<file path="config.mk">
export PLATFORM = sky130hd
export DESIGN_NAME = uart_command_decoder_flat
export DESIGN_NICKNAME = d
export VERILOG_FILES = /design/src/rtl/uart_command_decoder_if.sv /design/src/rtl/uart_command_decoder.sv /design/src/flat_wrapper.sv
export SDC_FILE = /design/constraint.sdc
export NUM_CORES = 1
export LEC_CHECK = 0
export BUFFER_PORTS_ARGS = -buffer_cell sky130_fd_sc_hd__buf_2
export CORE_MARGIN = 3
export CORE_UTILIZATION = 54
export DETAILED_ROUTE_END_ITERATION = 7
export PLACE_DENSITY = 0.82
export SYNTH_ARGS = -nofsm -noshare
export SYNTH_HDL_FRONTEND = slang
export SYNTH_SLANG_ARGS = --single-unit
</file>
<file path="constraint.sdc">
create_clock -name clk -period 1.7 [get_ports clk]
set_input_delay 0.085 -clock clk [delete_from_list [all_inputs] [get_ports clk]]
set_output_delay 0.085 -clock clk [all_outputs]
set_load 0.01 [all_outputs]
</file>
<file path="src/rtl/uart_command_decoder_if.sv">
// Signal bundle between the UART receiver/transmitter, the entropy source and
// the command decoder. The decoder uses the slave modport; its driver uses master.
interface uart_command_decoder_if;
  logic       received;
  logic [7:0] rx_byte;
  logic       recv_error;
  logic       word_ready;
  logic [7:0] entropy_byte;
  logic       tx_busy;
  logic       transmit;
  logic [7:0] tx_byte;
  logic       soft_reset;
  logic       streaming;

  modport master (
    output received, rx_byte, recv_error, word_ready, entropy_byte, tx_busy,
    input  transmit, tx_byte, soft_reset, streaming
  );

  modport slave (
    input  received, rx_byte, recv_error, word_ready, entropy_byte, tx_busy,
    output transmit, tx_byte, soft_reset, streaming
  );
endinterface

</file>
<file path="src/rtl/uart_command_decoder.sv">
// UART command decoder: parses single-byte commands and 'n'+16-bit burst counts,
// arbitrates status/ack/entropy bytes onto the transmitter. Define UART_CMD_ACK_EN for ack/nak replies.
module uart_command_decoder #(
  parameter int unsigned TIMEOUT_CYCLES = 32000000
) (
  input logic                  clk,
  input logic                  rst_n,
  uart_command_decoder_if.slave bus
);

  localparam logic [1:0] P_CMD   = 2'd0;
  localparam logic [1:0] P_HI    = 2'd1;
  localparam logic [1:0] P_LO    = 2'd2;
  localparam logic [1:0] M_STOP  = 2'd0;
  localparam logic [1:0] M_CONT  = 2'd1;
  localparam logic [1:0] M_BURST = 2'd2;

  localparam int unsigned    TW     = $clog2(TIMEOUT_CYCLES + 1);
  localparam logic [TW-1:0]  T_LAST = TW'(TIMEOUT_CYCLES - 1);

  logic [1:0]    parser,     parser_nxt;
  logic [1:0]    mode,       mode_nxt;
  logic [15:0]   count,      count_nxt;
  logic [7:0]    count_hi,   count_hi_nxt;
  logic [TW-1:0] timer,      timer_nxt;
  logic          err,        err_nxt;
  logic          status_pend, status_pend_nxt;
  logic          transmit_reg, transmit_nxt;
  logic [7:0]    tx_byte_reg,  tx_byte_nxt;
  logic          soft_reset_reg, soft_reset_nxt;
  logic          streaming_reg,  streaming_nxt;
  logic          eligible;
`ifdef UART_CMD_ACK_EN
  logic          ack_pend,   ack_pend_nxt;
  logic [7:0]    ack_byte,   ack_byte_nxt;
`endif

  function automatic logic [7:0] status_byte(input logic e, input logic [1:0] p,
                                             input logic [1:0] m);
    return {4'hA, e, (p != P_CMD), (m == M_BURST), (m == M_CONT)};
  endfunction

  assign eligible = !bus.tx_busy && !transmit_reg;

  always_comb begin
    parser_nxt      = parser;
    mode_nxt        = mode;
    count_nxt       = count;
    count_hi_nxt    = count_hi;
    timer_nxt       = timer;
    err_nxt         = err;
    status_pend_nxt = status_pend;
    transmit_nxt    = 1'b0;
    tx_byte_nxt     = tx_byte_reg;
    soft_reset_nxt  = 1'b0;
`ifdef UART_CMD_ACK_EN
    ack_pend_nxt    = ack_pend;
    ack_byte_nxt    = ack_byte;
`endif

    // Transmit arbitration runs first so that commands arriving on the same edge override it.
    if (eligible) begin
      if (status_pend) begin
        transmit_nxt    = 1'b1;
        tx_byte_nxt     = status_byte(err, parser, mode);
        status_pend_nxt = 1'b0;
        err_nxt         = 1'b0;
      end
`ifdef UART_CMD_ACK_EN
      else if (ack_pend) begin
        transmit_nxt = 1'b1;
        tx_byte_nxt  = ack_byte;
        ack_pend_nxt = 1'b0;
      end
`endif
      else if (bus.word_ready && (mode != M_STOP)) begin
        transmit_nxt = 1'b1;
        tx_byte_nxt  = bus.entropy_byte;
        if (mode == M_BURST) begin
          count_nxt = count - 16'd1;
          if (count == 16'd1) mode_nxt = M_STOP;
        end
      end
    end

    if (bus.received || bus.recv_error || (parser == P_CMD)) begin
      timer_nxt = '0;
    end else if (timer == T_LAST) begin
      timer_nxt  = '0;
      parser_nxt = P_CMD;
    end else begin
      timer_nxt = timer + TW'(1);
    end

    if (bus.recv_error) begin
      parser_nxt   = P_CMD;
      count_hi_nxt = '0;
      err_nxt      = 1'b1;
    end else if (bus.received) begin
      case (parser)
        P_CMD: begin
          case (bus.rx_byte)
            8'h72: begin
              soft_reset_nxt  = 1'b1;
              mode_nxt        = M_STOP;
              count_nxt       = '0;
              status_pend_nxt = 1'b0;
`ifdef UART_CMD_ACK_EN
              ack_pend_nxt = 1'b1; ack_byte_nxt = 8'h06;
`endif
            end
            8'h63: begin
              mode_nxt  = M_CONT;
              count_nxt = '0;
`ifdef UART_CMD_ACK_EN
              ack_pend_nxt = 1'b1; ack_byte_nxt = 8'h06;
`endif
            end
            8'h73: begin
              mode_nxt  = M_STOP;
              count_nxt = '0;
`ifdef UART_CMD_ACK_EN
              ack_pend_nxt = 1'b1; ack_byte_nxt = 8'h06;
`endif
            end
            // A request that lands while one is still pending merges into it.
            8'h71: if (!status_pend) status_pend_nxt = 1'b1;
            8'h6E: parser_nxt = P_HI;
            default: begin
`ifdef UART_CMD_ACK_EN
              ack_pend_nxt = 1'b1; ack_byte_nxt = 8'h15;
`endif
            end
          endcase
        end
        P_HI: begin
          count_hi_nxt = bus.rx_byte;
          parser_nxt   = P_LO;
        end
        P_LO: begin
          parser_nxt = P_CMD;
          if ({count_hi, bus.rx_byte} == 16'd0) begin
            mode_nxt  = M_STOP;
            count_nxt = '0;
          end else begin
            mode_nxt  = M_BURST;
            count_nxt = {count_hi, bus.rx_byte};
          end
`ifdef UART_CMD_ACK_EN
          ack_pend_nxt = 1'b1; ack_byte_nxt = 8'h06;
`endif
        end
        default: parser_nxt = P_CMD;
      endcase
    end

    streaming_nxt = (mode_nxt != M_STOP);
  end

  always_ff @(posedge clk or negedge rst_n) begin
    if (!rst_n) begin
      parser         <= P_CMD;
      mode           <= M_STOP;
      count          <= '0;
      count_hi       <= '0;
      timer          <= '0;
      err            <= 1'b0;
      status_pend    <= 1'b0;
      transmit_reg   <= 1'b0;
      tx_byte_reg    <= 8'h00;
      soft_reset_reg <= 1'b0;
      streaming_reg  <= 1'b0;
`ifdef UART_CMD_ACK_EN
      ack_pend       <= 1'b0;
      ack_byte       <= 8'h00;
`endif
    end else begin
      parser         <= parser_nxt;
      mode           <= mode_nxt;
      count          <= count_nxt;
      count_hi       <= count_hi_nxt;
      timer          <= timer_nxt;
      err            <= err_nxt;
      status_pend    <= status_pend_nxt;
      transmit_reg   <= transmit_nxt;
      tx_byte_reg    <= tx_byte_nxt;
      soft_reset_reg <= soft_reset_nxt;
      streaming_reg  <= streaming_nxt;
`ifdef UART_CMD_ACK_EN
      ack_pend       <= ack_pend_nxt;
      ack_byte       <= ack_byte_nxt;
`endif
    end
  end

  assign bus.transmit   = transmit_reg;
  assign bus.tx_byte    = tx_byte_reg;
  assign bus.soft_reset = soft_reset_reg;
  assign bus.streaming  = streaming_reg;

endmodule

</file>
<file path="src/flat_wrapper.sv">
// flat-port wrapper written by rule: the top's interface ports become plain ports
module uart_command_decoder_flat 
#(
  parameter int unsigned TIMEOUT_CYCLES = 32000000
)
  (clk, rst_n, bus_received, bus_rx_byte, bus_recv_error, bus_word_ready, bus_entropy_byte, bus_tx_busy, bus_transmit, bus_tx_byte, bus_soft_reset, bus_streaming);
  uart_command_decoder_if bus_i ();
  input logic clk;
  input logic rst_n;
  input wire logic [$bits(bus_i.received)-1:0] bus_received;
  input wire logic [$bits(bus_i.rx_byte)-1:0] bus_rx_byte;
  input wire logic [$bits(bus_i.recv_error)-1:0] bus_recv_error;
  input wire logic [$bits(bus_i.word_ready)-1:0] bus_word_ready;
  input wire logic [$bits(bus_i.entropy_byte)-1:0] bus_entropy_byte;
  input wire logic [$bits(bus_i.tx_busy)-1:0] bus_tx_busy;
  output wire logic [$bits(bus_i.transmit)-1:0] bus_transmit;
  output wire logic [$bits(bus_i.tx_byte)-1:0] bus_tx_byte;
  output wire logic [$bits(bus_i.soft_reset)-1:0] bus_soft_reset;
  output wire logic [$bits(bus_i.streaming)-1:0] bus_streaming;
  assign bus_i.received = bus_received;
  assign bus_i.rx_byte = bus_rx_byte;
  assign bus_i.recv_error = bus_recv_error;
  assign bus_i.word_ready = bus_word_ready;
  assign bus_i.entropy_byte = bus_entropy_byte;
  assign bus_i.tx_busy = bus_tx_busy;
  assign bus_transmit = bus_i.transmit;
  assign bus_tx_byte = bus_i.tx_byte;
  assign bus_soft_reset = bus_i.soft_reset;
  assign bus_streaming = bus_i.streaming;
  uart_command_decoder #(.TIMEOUT_CYCLES(TIMEOUT_CYCLES)) u_core (.clk(clk), .rst_n(rst_n), .bus(bus_i));
endmodule
</file>
==> flow_summary.ini, run 1 <==
[power]
powerDensity_nw_per_um2 = 869
total_power_mw = 3.99
ir_worst_vdd_v = 0.000650
power_leakage_nw = 2.04

[timing]
worst_slack_ns = -0.0316
worst_pin_slew_ns = 0.543
hold_violations = 0
relSlewSlack_pct = 63.7
slew_violations = 0
post-route-period-util_pct = 102
setup_violations = 12
holdWs_ns = 0.0121
fin_worst_skew_ns = 0.00905
tns_ns = -0.118
max_freq_mhz = 578
rsz0062_at_grt = yes
min_period_ns = 1.73

[logic_synthesis]
synth.cell_area_um2 = 3560
ys_types = 55
yosysTopAreaCellShare_pct = 46.3
synth-main-ff-cell = dfrtp_1
ys_seq_area_share_pct = 46.3
syn_nets = 381
synth-edff-count = 0
syn_avg_cell_area_um2 = 10.0
ys_async_sr_fraction_pct = 100
ys_ff_latch = 66
synthCells = 356
yosys.area.top_type = dfrtp_1
synth_area_leaders = dfrtp_1, xor2_1, nor3_1
ys.warnings.count = 0

[job]
cap_violations = 0

[cells_and_area]
layoutNonFillerInstCount = 528
drive_above_1_share_pct = 32.9
nFillCells = 406
largest_reg_flops = 25
top_register = u_core.timer
multi_input_area_um2 = 1880
fin_nets = 473
diodes = 0
syn_to_final_growth_pct = 28.9
top_regs = u_core.timer (25), u_core.count (16)
seq_area_um2 = 1650

[setup_path]
startpoint_type = flip-flop
cp_max_fo = 6
cp_data_arrival_time_ns = 1.97
cp_slowest_stage_delay_ns = 0.43
cpMaxStageDelayCell = dfrtp_2
crit_chain = nor4b_4 > nand4_1 > buf_4 > xor2_1 > o21ai_1
cp.required_ns = 1.94
critPathKind = reg2reg
end_kind = flip-flop

[global_routing]
globalRouteTotalUtil_pct = 25.9
grt-ovfl-total = 0
grt_use_met2_pct = 42.5
grt_start_max_net_pins = 67
grt_pass1_vias = 3217
grt_pass1_wl_mm = 15.3
grt_antenna_before_repair = 0
gr-usage-met3_pct = 6.81
use_met1_pct = 32.4
grt_busiest_layer = met2

[clocking]
cts_sinks = 66
clk_path_buf_depth = 2
cts-buffers-inserted = 9
root_buffer = clkbuf_8
clk_latency_ns = 0.35
clkSlewWorstSetupHoldPaths_ns = 0.08
h-tree-depth = 3
cts_tree = built

[run_status]
violations = setup timing
outcome = finished, violations left

[detailed_routing]
vias_per_cell = 6.22
route.antenna.remaining_nets = 0
firstDrtPassIters = 5
first_iter_violations = 214
dr_total_vias = 3286
drc = 0
drt_wl_total_mm = 9.86
wl_per_cell_um = 18.7

[placement]
hpwl_mm = 6.26
dp.cells = 489
place.gp.congestion = 0.839
io_buffers = 32

[floorplanning]
dieWidth_um = 87.2
rows = 28
coreArea_um2 = 6170
initial_utilization_pct = 57.8
io_pins = 33
die_y_um = 87.2
die_area_um2 = 7610

[min_path]
hold_path_class = in2reg
layer usage:
layer | part of all wire (%) | wire length, um
met1 | 40 | 3930
met2 | 52 | 5080
met3 | 5.9 | 583
met4 | 2.8 | 273
met5 | 0 | 0
per-stage QoR:
step                instance area, um^2  utilization (%)  setup WS (ns)
global route                       4590             74.5         -0.192
finish                             4590             74.5        -0.0316
detailed placement                 4060             65.8        -0.0684
floorplan                          3570                -         0.0184
CTS                                4410             71.6       0.000593
global placement                   4060             65.8        -0.0232
power by group:
group	internal, mW	switching (mW)	leakage, nW	total [mW]
combinational	0.319	0.334	1.04	0.654
clock	0.974	0.644	0.123	1.62
sequential	1.65	0.0710	0.871	1.72
total	2.94	1.05	2.04	3.99
cells by family after synthesis:
family / share of synthesized area, %
simple gates: 26.2
flops: 46.3
compound gates: 12.1
buf+inv: 3.86
xor+xnor: 5.41
mux: 4.99
fa+ha+maj: 1.05
placed cells by master (no fill, tap or decap), types with 3 or more instances in the layout:
| cell | count |
|---|---|
| a211oi_1 | 3 |
| a211oi_2 | 7 |
| a21oi_1 | 3 |
| and3_1 | 5 |
| and4_1 | 3 |
| and4_4 | 4 |
| buf_2 | 32 |
| buf_4 | 55 |
| bufinv_16 | 3 |
| clkbuf_8 | 9 |
| dfrtp_1 | 64 |
| dlygate4sd3_1 | 5 |
| inv_1 | 13 |
| mux2_2 | 6 |
| mux2i_1 | 11 |
| nand2_1 | 27 |
| nand3_1 | 15 |
| nand3b_1 | 4 |
| nand4_1 | 13 |
| nor2_1 | 22 |
| nor2b_1 | 4 |
| nor3_1 | 21 |
| nor3b_1 | 4 |
| nor4_1 | 5 |
| nor4b_1 | 3 |
| o21ai_0 | 9 |
| o21ai_1 | 9 |
| o221ai_1 | 3 |
| o22ai_1 | 6 |
| o311ai_1 | 4 |
| o31ai_1 | 4 |
| or3_1 | 6 |
| xnor2_1 | 3 |
| xor2_1 | 19 |
worst max-delay path, delay by kind of cell, from the launching register on:
family | cells | cell delay (ns)
AND/OR/NAND/NOR | 2 | 0.73
XOR/XNOR | 1 | 0.16
AO/OA/AOI/OAI | 1 | 0.08
flip-flops | 1 | 0.43
buffers and inverters | 1 | 0.23
cells in the mapped netlist, drive strengths merged, types with 7 or more instances:
library cell   n
a211oi        10
and4           7
clkbuf         8
dfrtp         66
inv           14
mux2i         11
nand2         29
nand3         17
nand4         14
nor2          23
nor3          23
o21ai         19
xor2          19
timing repair:
item,CTS,global route
setup endpoints to repair,12,39
setup buffers,5,13
gates resized for setup,8,23
hold endpoints to repair,70,0
hold buffers,5,0
pin swaps,2,10
cell type report:
class | count | share of cell area (%)
clock buffers | 9 | 2.70
inverters | 14 | 1.14
clock inverters | 7 | 2.56
well taps | 75 | 2.04
repair buffers | 95 | 14.7
flip-flops and latches | 66 | 36.0
multi-input cells | 262 | 40.9
worst paths after layout:
check | startpoint | endpoint | slack [ns] | cells after the start
min in group asynchronous | rst_n | u_core.timer[19] | 0.29 | 3
max | u_core.count[2] | u_core.count[6] | -0.03 | 5
min reg2reg | u_core.err | u_core.err | 0.48 | 1
max reg2reg | u_core.count[2] | u_core.count[6] | -0.03 | 5
max in group asynchronous | rst_n | u_core.count[2] | 1.11 | 3
min | bus_rx_byte[5] | u_core.count[5] | 0.01 | 3
No activity file was read; power rests on OpenSTA's default activity.
==> inputs of run 2 (changes only) <==
--- a/config.mk
+++ b/config.mk
@@ -7,9 +7,9 @@
 export LEC_CHECK = 0
 export BUFFER_PORTS_ARGS = -buffer_cell sky130_fd_sc_hd__buf_2
 export CORE_MARGIN = 3
-export CORE_UTILIZATION = 54
+export CORE_UTILIZATION = 64
 export DETAILED_ROUTE_END_ITERATION = 7
-export PLACE_DENSITY = 0.82
+export PLACE_DENSITY = 0.91
 export SYNTH_ARGS = -nofsm -noshare
 export SYNTH_HDL_FRONTEND = slang
 export SYNTH_SLANG_ARGS = --single-unit
==> constraint.sdc (replaced) <==
create_clock -name clk -period 2 [get_ports clk]
set_input_delay 0.1 -clock clk [delete_from_list [all_inputs] [get_ports clk]]
set_output_delay 0.1 -clock clk [all_outputs]
set_load 0.01 [all_outputs]
==> run 2 against run 1 <==
The flow now finishes without violations; combinational power is 39% lower; global-route usage up 3.8 points; first-iteration DRC count is 37% higher; via count decreased by 4.5%; core utilization is 3.2 points higher; register-to-register slack improved by 0.14 ns; worst hold slack worse by 0.010 ns; clock-buffer cell count up 2; design area down 11%; critical path depth shrank 1; die area is 15% lower; sequential cell count stayed put; critical path type unchanged; highest routed layer unchanged.
==> flow_summary.ini, run 2 (synthesis results as in run 1) <==
[global_routing]
grt_start_max_net_pins = 67
globalRouteTotalUtil_pct = 29.6
grt_pass1_wl_mm = 14.5
grt-ovfl-total = 0
grt_pass1_vias = 3004
grt_antenna_before_repair = 0

[timing]
tns_ns = 0
max_freq_mhz = 529
hold_violations = 0
setup_violations = 0
fin_worst_skew_ns = 0.00975
worst_pin_slew_ns = 0.634
rsz0062_at_grt = no
min_period_ns = 1.89
relSlewSlack_pct = 57.5
post-route-period-util_pct = 94.6
slew_violations = 0

[setup_path]
cp_max_fo = 7
cp_data_arrival_time_ns = 2.08
cp.required_ns = 2.19
startpoint_type = flip-flop
critPathKind = reg2reg
end_kind = flip-flop

[cells_and_area]
layoutNonFillerInstCount = 474
multi_input_area_um2 = 1780
final_cell_mix = dfrtp_1, buf_2, nand2_1
syn_to_final_growth_pct = 14.2
diodes = 0
seq_area_um2 = 1650
top_regs = u_core.timer (25), u_core.count (16)
drive_above_1_share_pct = 19.6
fin_nets = 424
layout_commonest_cell = dfrtp_1
top_register = u_core.timer
largest_reg_flops = 25
nFillCells = 341

[clocking]
clkSlewWorstSetupHoldPaths_ns = 0.07
h-tree-depth = 3
root_buffer = clkbuf_8
cts_sinks = 66
clk_path_buf_depth = 2
cts_tree = built
clk_latency_ns = 0.35
cts-buffers-inserted = 9

[job]
cap_violations = 0

[detailed_routing]
wl_per_cell_um = 18.7
drt_wl_total_mm = 8.84
first_iter_violations = 293
vias_per_cell = 6.62
dr_total_vias = 3137
drc = 0
firstDrtPassIters = 5
route.antenna.remaining_nets = 0

[power]
powerDensity_nw_per_um2 = 760
power_leakage_nw = 1.76
p_sw_share_pct = 26.4
internal_power_mw = 2.28
seq_power_share_pct = 47.8
p_clk_share_pct = 39.3
p_switching_uw = 815
ir_worst_vdd_v = 0.000464
power_frac_comb_pct = 12.9

[placement]
dp.cells = 454
place.gp.congestion = 0.905
hpwl_mm = 5.72
io_buffers = 32

[floorplanning]
dieWidth_um = 80.6
initial_utilization_pct = 68.0
die_area_um2 = 6500
rows = 26
io_pins = 33
die_y_um = 80.6
coreArea_um2 = 5240

[run_status]
outcome = completed

[min_path]
hold_path_class = in2reg
## run 2: critical path, cell delays in order (launching register included)
cell,delay (ns)
dfrtp_1,0.40
nor4_1,0.40
nand3_1,0.13
o21ai_1,0.54
o311ai_0,0.26
## run 2: metrics by stage
step | worst slack, ns | hold slack (ns) | util (%) | power (mW) | area (um^2)
CTS | 0.0926 | 0.00308 | 77.6 | 3.09 | 4070
global route | 0.0212 | 0.0156 | 77.7 | 3.21 | 4070
global placement | 0.190 | 0.136 | 72.9 | 1.85 | 3820
finish | 0.108 | 0.00170 | 77.7 | 3.09 | 4070
floorplan | 0.232 | -0.196 | - | 1.72 | 3560
detailed placement | 0.114 | 0.138 | 72.9 | 1.88 | 3820
## run 2: final timing paths
path,start,end,slack [ns],depth (start not counted)
max reg2reg,u_core.count_hi[0],u_core.bus.streaming,0.11,4
min,bus_entropy_byte[6],u_core.bus.tx_byte[6],0.002,3
min reg2reg,u_core.bus.tx_byte[3],u_core.bus.tx_byte[3],0.50,1
max,u_core.count_hi[0],u_core.bus.streaming,0.11,4
max in group asynchronous,rst_n,u_core.timer[16],1.43,3
min in group asynchronous,rst_n,u_core.count[9],0.29,3
## run 2: metal layers
layer  wire (um)  share of wire [%]  track usage, %  up-vias
li1            -                  -               -     1417
met3         634                7.2            7.96       41
met2        4530                 51            49.8      169
met5           0                  0               0        -
met4         278                3.1            12.2        0
met1        3400                 38            36.0     1510
## run 2: area by class of cell
cell class                 count  area share (%)
timing repair buffer          46            7.07
inverter                      14            1.29
multi-input combinational    262            43.7
tap                           70            2.15
sequential                    66            40.6
clock inverter                 5            1.94
clock buffer                  11            3.23
## run 2: what timing repair did
| item | in CTS | in global routing |
|---|---|---|
| gates resized for setup | 0 | 1 |
| endpoints found under the hold margin | 69 | 0 |
| buffers inserted | 0 | 0 |
| endpoints found under the setup margin | 0 | 1 |
| hold buffers | 4 | 0 |
## run 2: power groups by stage
| stage | sequential (mW) | clock [mW] | combinational, mW |
|---|---|---|---|
| floorplan | 1.50 | 0 | 0.219 |
| detailed placement | 1.50 | 0 | 0.378 |
| finish | 1.48 | 1.22 | 0.397 |
| global placement | 1.49 | 0 | 0.360 |
| CTS | 1.48 | 1.22 | 0.393 |
| global route | 1.49 | 1.29 | 0.437 |
==> inputs of run 3 (changes only) <==
--- a/config.mk
+++ b/config.mk
@@ -6,8 +6,10 @@
 export NUM_CORES = 1
 export LEC_CHECK = 0
 export BUFFER_PORTS_ARGS = -buffer_cell sky130_fd_sc_hd__buf_2
+export CELL_PAD_IN_SITES_DETAIL_PLACEMENT = 0
+export CELL_PAD_IN_SITES_GLOBAL_PLACEMENT = 1
 export CORE_MARGIN = 3
-export CORE_UTILIZATION = 64
+export CORE_UTILIZATION = 50
 export DETAILED_ROUTE_END_ITERATION = 7
 export PLACE_DENSITY = 0.91
 export SYNTH_ARGS = -nofsm -noshare
==> run 3 against run 2 <==
Cell count is 7.0% higher; via count down 6.4%; combinational power down 2%; sequential share of layout area decreased by 1.0 points; worst setup slack got worse by 0.031 ns; maximum frequency is 1.6% lower; critical endpoint is now u_core.timer[24]; largest cell class unchanged; largest power group unchanged; highest routed layer unchanged.
==> flow_summary.ini, run 3 (synthesis results as in run 1) <==
[clocking]
post_cts_resized = 0
clk_path_buf_depth = 2
cts-buffers-inserted = 9
cts_setup_buffers = 0
h-tree-depth = 3
clkSlewWorstSetupHoldPaths_ns = 0.08
cts_tree = built
root_buffer = clkbuf_8
cts_sinks = 66
clk_latency_ns = 0.34

[setup_path]
critPathKind = reg2reg
cp_data_arrival_time_ns = 2.15
startpoint_type = flip-flop
cp_max_fo = 8
cpMaxStageDelayCell = dfrtp_1
cp.required_ns = 2.23
cp_slowest_stage_delay_ns = 0.40
path_delay_family = simple AND/OR/NAND/NOR gates
crit_chain = ha_1 > and4_1 > buf_4 > nand2_1 > or3_1 > a211oi_1
end_kind = flip-flop
cp_num_buf_inv = 1

[placement]
place.gp.congestion = 0.944
hpwl_mm = 6.07
dp.cells = 486
io_buffers = 32
post_dp_cell_area_um2 = 3920
post-place-ws_ns = 0.171

[min_path]
hold_path_class = in2reg

[timing]
setup_violations = 0
tns_ns = 0
rsz0062_at_grt = no
worst_pin_slew_ns = 0.559
relSlewSlack_pct = 62.5
fin_worst_skew_ns = 0.00663
slew_violations = 0
post-route-period-util_pct = 96.1
max_freq_mhz = 520
hold_violations = 0
worst_slack_ns = 0.0776
min_period_ns = 1.92
holdWs_ns = 0.0402

[cells_and_area]
largest_reg_flops = 25
fin_nets = 431
postLayoutCellArea_um2 = 4170
nFillCells = 587
layoutNonFillerInstCount = 507
final_core_util_pct = 60.7
diodes = 0
multi_input_area_um2 = 1780
seq_area_um2 = 1650
drive_above_1_share_pct = 20.9
final_cell_mix = dfrtp_1, buf_2, nand2_1
syn_to_final_growth_pct = 17.1
top_register = u_core.timer
layout_commonest_cell = dfrtp_1
top_regs = u_core.timer (25), u_core.count (16)

[global_routing]
grt_start_max_net_pins = 67
grt_use_met2_pct = 38.3
grt_pass1_vias = 2969
globalRouteTotalUtil_pct = 21.8
grt_antenna_before_repair = 0
gr-usage-met3_pct = 5.58
use_met1_pct = 26.6
grt-ovfl-total = 0
grt_pass1_wl_mm = 14.4
grt_busiest_layer = met2

[detailed_routing]
firstDrtPassIters = 4
vias_per_cell = 5.79
wl_per_cell_um = 16.8
route.antenna.remaining_nets = 0
drc = 0
drt_wl_total_mm = 8.53
first_iter_violations = 151
dr_total_vias = 2937

[power]
powerDensity_nw_per_um2 = 719
ir_worst_vdd_v = 0.000614
power_leakage_nw = 1.79
total_power_mw = 3.00

[job]
cap_violations = 0

[floorplanning]
die_y_um = 90.4
dieWidth_um = 90.4
coreArea_um2 = 6870
io_pins = 33
rows = 30
die_area_um2 = 8180
initial_utilization_pct = 51.9

[run_status]
outcome = completed
[run 3: changes by cell type in the layout (fill, tap and decap cells not counted), sizes merged]
| cell | previous run | this run |
|---|---|---|
| dlygate4sd3 | 4 | 5 |
| clkinv | 3 | 2 |
| clkbuf | 11 | 9 |
| buf | 42 | 48 |
| inv | 14 | 15 |
| bufinv | 2 | 1 |
| clkinvlp | 0 | 3 |
[run 3: worst paths after layout]
| check | slack (ns) | startpoint | cells after the start | end |
|---|---|---|---|---|
| hold / removal | 0.04 | bus_rx_byte[6] | 3 | u_core.count[6] |
| max in group asynchronous | 1.41 | rst_n | 3 | u_core.timer[9] |
| setup reg to reg | 0.08 | u_core.timer[0] | 6 | u_core.timer[24] |
| hold reg to reg | 0.49 | u_core.err | 1 | u_core.err |
| min in group asynchronous | 0.28 | rst_n | 3 | u_core.count[3] |
| setup / recovery | 0.08 | u_core.timer[0] | 6 | u_core.timer[24] |
[run 3: report_power, final]
group / leakage (nW) / total [mW] / internal (mW) / switching, mW
Combinational: 0.823 / 0.390 / 0.177 / 0.213
Sequential: 0.874 / 1.48 / 1.40 / 0.0738
Clock: 0.0921 / 1.13 / 0.583 / 0.549
Total: 1.79 / 3.00 / 2.16 / 0.836
[run 3: worst register-to-register path: stages (launching register included)]
cell and delay [ns]:
dfrtp_1 0.40, ha_1 0.21, and4_1 0.30, buf_4 0.19, nand2_1 0.07, or3_1 0.32, a211oi_1 0.31
[run 3: layout make-up]
cell class | instances | share of cell area [%]
inverters | 14 | 1.26
flip-flops and latches | 66 | 39.6
multi-input cells | 262 | 42.6
well taps | 96 | 2.88
clock buffers | 9 | 2.97
clock inverters | 7 | 1.89
repair buffers | 53 | 8.82
[run 3: repair_timing]
action / in CTS / in global routing
endpoints found under the setup margin: 0 / 0
hold buffers: 5 / 0
endpoints found under the hold margin: 70 / 0
[run 3: routing by layer]
metal,vias to the layer above,wire (um)
li1,1429,-
met1,1445,3610
met2,50,4570
met3,13,226
met4,0,127
met5,-,0
